===== config.mk =====
export PLATFORM = sky130hd
export DESIGN_NAME = serial_magnitude_comparator_flat
export DESIGN_NICKNAME = d
export VERILOG_FILES = /design/src/rtl/serial_magnitude_comparator_if.sv /design/src/rtl/serial_magnitude_comparator.sv /design/src/flat_wrapper.sv
export SDC_FILE = /design/constraint.sdc
export NUM_CORES = 1
export LEC_CHECK = 0
export BUFFER_PORTS_ARGS = -buffer_cell sky130_fd_sc_hd__buf_2
export CORE_MARGIN = 1.5
export CORE_UTILIZATION = 50
export DETAILED_ROUTE_END_ITERATION = 16
export MAX_ROUTING_LAYER = met4
export PLACE_DENSITY = 0.77
export SYNTH_ARGS = -nofsm -noshare
export SYNTH_HDL_FRONTEND = slang
export SYNTH_SLANG_ARGS = --single-unit

===== constraint.sdc =====
create_clock -name Clock_In -period 2.9 [get_ports Clock_In]
set_input_delay 0.435 -clock Clock_In [delete_from_list [all_inputs] [get_ports Clock_In]]
set_output_delay 0.435 -clock Clock_In [all_outputs]
set_load 0.01 [all_outputs]

===== src/rtl/serial_magnitude_comparator_if.sv =====
// Handshake and data bundle for the serial magnitude comparator.
interface serial_magnitude_comparator_if #(
  parameter int unsigned DATA_WIDTH = 8
);
  logic                  Start_In;
  logic [DATA_WIDTH-1:0] Data_A_In;
  logic [DATA_WIDTH-1:0] Data_B_In;
  logic                  Busy_Out;
  logic                  Valid_Out;
  logic                  A_Less_Than_B_Out;
  logic                  A_Equal_To_B_Out;
  logic                  A_Greater_Than_B_Out;

  modport master (
    output Start_In, Data_A_In, Data_B_In,
    input  Busy_Out, Valid_Out, A_Less_Than_B_Out, A_Equal_To_B_Out, A_Greater_Than_B_Out
  );

  modport slave (
    input  Start_In, Data_A_In, Data_B_In,
    output Busy_Out, Valid_Out, A_Less_Than_B_Out, A_Equal_To_B_Out, A_Greater_Than_B_Out
  );
endinterface


===== src/rtl/serial_magnitude_comparator.sv =====
// Bit-serial N-bit magnitude comparator: operands latched on start, scanned
// MSB-first one bit per clock; the first differing bit decides the result.
module serial_magnitude_comparator #(
  parameter int unsigned DATA_WIDTH = 8,
  parameter bit          SIGNED     = 1'b0,
  parameter bit          EARLY_EXIT = 1'b1
) (
  input logic                         Clock_In,
  input logic                         Reset_In,
  serial_magnitude_comparator_if.slave Cmp
);

  localparam int unsigned IW = $clog2(DATA_WIDTH);

  typedef enum logic {
    IDLE    = 1'b0,
    COMPARE = 1'b1
  } state_t;

  state_t                state_q;
  logic [DATA_WIDTH-1:0] a_q;
  logic [DATA_WIDTH-1:0] b_q;
  logic [IW-1:0]         idx_q;
  logic                  decided_q;
  logic                  lt_q;
  logic                  gt_q;
  logic                  busy_q;
  logic                  valid_q;
  logic                  res_lt_q;
  logic                  res_eq_q;
  logic                  res_gt_q;

  logic                  a_bit;
  logic                  b_bit;
  logic                  bit_diff;
  logic                  bit_lt;
  logic                  lt_d;
  logic                  gt_d;
  logic                  decided_d;
  logic                  finish_d;

  // 1-bit compare stage on the currently indexed bit, plus sticky decision
  always_comb begin
    a_bit     = a_q[idx_q];
    b_bit     = b_q[idx_q];
    bit_diff  = a_bit ^ b_bit;
    // Sign bit of two's complement operands has inverted weight
    if (SIGNED && (idx_q == IW'(DATA_WIDTH - 1))) begin
      bit_lt = a_bit & ~b_bit;
    end else begin
      bit_lt = ~a_bit & b_bit;
    end
    lt_d      = decided_q ? lt_q : (bit_diff & bit_lt);
    gt_d      = decided_q ? gt_q : (bit_diff & ~bit_lt);
    decided_d = decided_q | bit_diff;
    finish_d  = (EARLY_EXIT && bit_diff) || (idx_q == '0);
  end

  // Control FSM with registered busy/valid/result outputs
  always_ff @(posedge Clock_In) begin
    if (!Reset_In) begin
      state_q   <= IDLE;
      a_q       <= '0;
      b_q       <= '0;
      idx_q     <= '0;
      decided_q <= 1'b0;
      lt_q      <= 1'b0;
      gt_q      <= 1'b0;
      busy_q    <= 1'b0;
      valid_q   <= 1'b0;
      res_lt_q  <= 1'b0;
      res_eq_q  <= 1'b0;
      res_gt_q  <= 1'b0;
    end else begin
      valid_q <= 1'b0;
      case (state_q)
        IDLE: begin
          if (Cmp.Start_In) begin
            a_q       <= Cmp.Data_A_In;
            b_q       <= Cmp.Data_B_In;
            idx_q     <= IW'(DATA_WIDTH - 1);
            decided_q <= 1'b0;
            lt_q      <= 1'b0;
            gt_q      <= 1'b0;
            busy_q    <= 1'b1;
            state_q   <= COMPARE;
          end
        end
        COMPARE: begin
          lt_q      <= lt_d;
          gt_q      <= gt_d;
          decided_q <= decided_d;
          if (finish_d) begin
            res_lt_q <= lt_d;
            res_gt_q <= gt_d;
            res_eq_q <= ~decided_d;
            valid_q  <= 1'b1;
            busy_q   <= 1'b0;
            state_q  <= IDLE;
          end else begin
            idx_q <= idx_q - IW'(1);
          end
        end
        default: state_q <= IDLE;
      endcase
    end
  end

  assign Cmp.Busy_Out             = busy_q;
  assign Cmp.Valid_Out            = valid_q;
  assign Cmp.A_Less_Than_B_Out    = res_lt_q;
  assign Cmp.A_Equal_To_B_Out     = res_eq_q;
  assign Cmp.A_Greater_Than_B_Out = res_gt_q;

endmodule

===== src/flat_wrapper.sv =====
// flat-port wrapper written by rule: the top's interface ports become plain ports
module serial_magnitude_comparator_flat 
#(
  parameter int unsigned DATA_WIDTH = 8,
  parameter bit          SIGNED     = 1'b0,
  parameter bit          EARLY_EXIT = 1'b1
)
  (Clock_In, Reset_In, Cmp_Start_In, Cmp_Data_A_In, Cmp_Data_B_In, Cmp_Busy_Out, Cmp_Valid_Out, Cmp_A_Less_Than_B_Out, Cmp_A_Equal_To_B_Out, Cmp_A_Greater_Than_B_Out);
  serial_magnitude_comparator_if #(.DATA_WIDTH(DATA_WIDTH)) Cmp_i ();
  input logic Clock_In;
  input logic Reset_In;
  input wire logic [$bits(Cmp_i.Start_In)-1:0] Cmp_Start_In;
  input wire logic [$bits(Cmp_i.Data_A_In)-1:0] Cmp_Data_A_In;
  input wire logic [$bits(Cmp_i.Data_B_In)-1:0] Cmp_Data_B_In;
  output wire logic [$bits(Cmp_i.Busy_Out)-1:0] Cmp_Busy_Out;
  output wire logic [$bits(Cmp_i.Valid_Out)-1:0] Cmp_Valid_Out;
  output wire logic [$bits(Cmp_i.A_Less_Than_B_Out)-1:0] Cmp_A_Less_Than_B_Out;
  output wire logic [$bits(Cmp_i.A_Equal_To_B_Out)-1:0] Cmp_A_Equal_To_B_Out;
  output wire logic [$bits(Cmp_i.A_Greater_Than_B_Out)-1:0] Cmp_A_Greater_Than_B_Out;
  assign Cmp_i.Start_In = Cmp_Start_In;
  assign Cmp_i.Data_A_In = Cmp_Data_A_In;
  assign Cmp_i.Data_B_In = Cmp_Data_B_In;
  assign Cmp_Busy_Out = Cmp_i.Busy_Out;
  assign Cmp_Valid_Out = Cmp_i.Valid_Out;
  assign Cmp_A_Less_Than_B_Out = Cmp_i.A_Less_Than_B_Out;
  assign Cmp_A_Equal_To_B_Out = Cmp_i.A_Equal_To_B_Out;
  assign Cmp_A_Greater_Than_B_Out = Cmp_i.A_Greater_Than_B_Out;
  serial_magnitude_comparator #(.DATA_WIDTH(DATA_WIDTH), .SIGNED(SIGNED), .EARLY_EXIT(EARLY_EXIT)) u_core (.Clock_In(Clock_In), .Reset_In(Reset_In), .Cmp(Cmp_i));
endmodule

==> results.json <==
{
  "run_status": "finished, final reports clean",
  "synth_ff_type": "dfxtp_1",
  "wl_per_cell_microns": 12.6,
  "num_vias": 1014,
  "drv_cap": 0,
  "p_sw_uw": 242,
  "cts.htree.levels": 1,
  "r2r_end": "u_core.Cmp.A_Equal_To_B_Out",
  "n_antenna_cell": 0,
  "cpMaxStageDelayCell": "dfxtp_1",
  "post-dp-hpwl_mm": 1.76,
  "place_inst": 188,
  "tritoncts.num_buffers": 3,
  "ir_drop_uv": 348,
  "synth_common_cells": "nand2_1, dfxtp_1, a21oi_1",
  "io_pins": 24,
  "power_uw": 797,
  "ys_warn_count": 0,
  "sw_frac_of_total": 0.304,
  "wl_mm": 2.40,
  "hold_buffers": 0,
  "p_leak_nw": 0.596,
  "grt_pass1_wl_mm": 3.91,
  "startpoint": "u_core.idx_q[0]",
  "period_minus_slack_ns": 2.28,
  "grt.overflow.total": 0,
  "hold_viol": 0,
  "clk_pin_slew_ns": 0.15,
  "area_growth_syn_to_layout_pct": 10.7,
  "n_fill_cell": 232,
  "drtAntennaViolNets": 0,
  "die_y_microns": 53.2,
  "setup_tns_ns": 0,
  "drv_slew": 0,
  "path_class": "register to register",
  "period_share": 0.787,
  "synth-seq-cells": 28,
  "grt_pass1_vias": 883,
  "core_area_sq_um": 2430,
  "cp.arrival_ns": 2.55,
  "pre_cts_slack_ns": 0.650,
  "synthArstFlopShare": 0,
  "power_frac_seq": 0.567,
  "drc": 0,
  "numClockSinks": 28,
  "fin_worst_skew_ns": 0.0104,
  "cts_resized": 0,
  "power.density_nw_per_um2": 571,
  "largestRegisters": "u_core.a_q: 8 flops, u_core.b_q: 8 flops, u_core.idx_q: 3 flops",
  "cts_buffer_depth": 2,
  "clock_power_share": 0.199,
  "post_dp_cell_area_sq_um": 1370,
  "drtIter0Drc": 14,
  "tightestPinTransition_ns": 0.668,
  "crit_end": "u_core.Cmp.A_Equal_To_B_Out",
  "p_int_uw": 555,
  "critical_path.most_common_cell": "nand2_1",
  "nets": 186,
  "post_cts_buffers": 0,
  "synth_area_leaders": "dfxtp_1, nand2_1, a21oi_1",
  "grt_max_degree": 23,
  "synth_top_area_cell": "dfxtp_1",
  "synthCells": 143,
  "path_max_fanout": 7,
  "regToRegSetupSlack_ns": 0.62,
  "combPwrFrac": 0.233,
  "cts_tree": "yes",
  "synth.most_common_cell": "nand2_1",
  "avgSynthCellArea_sq_um": 8.81,
  "gp_congestion": 0.784,
  "synth_top_area_share": 0.445,
  "worstSetupStartpointType": "register",
  "cp-end-kind": "register",
  "drive_above_1_share": 0.211,
  "clkLatencyLatePin_ns": 0.33,
  "rsz0062_at_grt": "false",
  "netlist_area_sq_um": 1260,
  "critPathRequiredTime_ns": 3.17,
  "rows": 18,
  "grtUsageTotal": 0.195,
  "finalWorstSetupSlack_ns": 0.616,
  "final_cell_area_sq_um": 1400,
  "setup_viol": 0,
  "syn_nets": 166,
  "start_util": 0.518,
  "antenna_found_initial": 0,
  "firstDrtPassIters": 4,
  "rr_worst_depth": 7,
  "fin_util": 0.574,
  "hold_slack_ns": 0.318,
  "path_cells": "mux4_2, nand2_1, nand2_1, ha_1, inv_2, or3_1, mux2i_1",
  "clockRootBuffer": "clkbuf_4",
  "die-area_sq_um": 2830,
  "synth-edff-count": 0,
  "slew_headroom": 0.555,
  "routed_via_density": 5.31,
  "yosysUniqueCellTypes": 28,
  "hp-class": "primary input to register",
  "dieWidth_microns": 53.2,
  "rr_startpoint": "u_core.idx_q[0]",
  "slowest_delay_ns": 0.55,
  "ys_seq_area_frac": 0.445,
  "port_buffers": 23,
  "fmax_mhz": 438,
  "instances_no_fill": 191
}
## layout by cell type, fill, tap and decap left out, drive strengths merged
| master | Yosys | routed |
|---|---|---|
| nand2 | 42 | 42 |
| o211a | 2 | 2 |
| buf | 6 | 24 |
| or3 | 1 | 1 |
| nor2 | 3 | 3 |
| nand4 | 1 | 1 |
| o21a | 1 | 1 |
| clkbuf | 3 | 3 |
| dfxtp | 28 | 28 |
| nor2b | 3 | 3 |
| mux4 | 4 | 4 |
| a21oi | 18 | 18 |
| o211ai | 2 | 2 |
| and2 | 3 | 3 |
| nand3 | 2 | 2 |
| a22oi | 1 | 1 |
| a211oi | 3 | 3 |
| ha | 4 | 4 |
| a21boi | 1 | 1 |
| o21ai | 1 | 1 |
| nand2b | 3 | 3 |
| mux2i | 3 | 3 |
| a311oi | 3 | 3 |
| inv | 4 | 4 |
| and3 | 1 | 1 |
## final cells by class
type	count	area (sq um)	area share
timing repair buffer	24	123	0.0879
inverter	4	15.0	0.0108
sequential	28	561	0.402
multi-input combinational	102	637	0.457
clock buffer	3	22.5	0.0161
tap	30	37.5	0.0269
## power by group through the flow
stage / Combinational [mW] / Sequential, mW / Clock [mW]
4_1_cts: 0.187 / 0.452 / 0.163
3_3_place_gp: 0.179 / 0.459 / 0
6_report: 0.186 / 0.452 / 0.159
2_1_floorplan: 0.155 / 0.446 / 0
5_1_grt: 0.205 / 0.459 / 0.173
3_5_place_dp: 0.186 / 0.461 / 0
## critical path: cells and delay by family, from the launching register on
| family | cells | cell delay (ns) |
|---|---|---|
| adder cells (fa/ha/maj) | 1 | 0.42 |
| buffers and inverters | 1 | 0.08 |
| multiplexers | 2 | 0.67 |
| AND/OR/NAND/NOR | 3 | 0.50 |
| flip-flops | 1 | 0.55 |
## cell families (layout without fill, tap and decap cells)
logic type	after synthesis	count (layout)	share of synthesized area
AOI/OAI and AO/OA	32	32	0.163
adders and majority gates	4	4	0.0397
buffers and inverters	13	31	0.0496
DFF	28	28	0.445
muxes	7	7	0.0953
and+or+nand+nor	59	59	0.208
## how the worst min path moves through the flow
stage | start | to | slack (ns) | cells past startpoint
finish | Cmp_Data_A_In[5] | u_core.a_q[5] | 0.32 | 3
global route | Cmp_Data_A_In[5] | u_core.a_q[5] | 0.32 | 3
CTS | Cmp_Data_A_In[0] | u_core.a_q[0] | 0.31 | 3
detailed placement | u_core.b_q[3] | u_core.b_q[3] | 0.45 | 2
global placement | u_core.a_q[0] | u_core.a_q[0] | 0.45 | 2
floorplan | u_core.a_q[4] | u_core.a_q[4] | 0.43 | 2
## routing by layer
metal | global-route usage | share of wire | wire length (microns)
met5 | - | 0 | 0
met4 | 0.0897 | 0.016 | 38
met3 | 0.0254 | 0.042 | 100
met2 | 0.315 | 0.49 | 1170
met1 | 0.240 | 0.46 | 1090
Power figures use the tool's default switching activity.
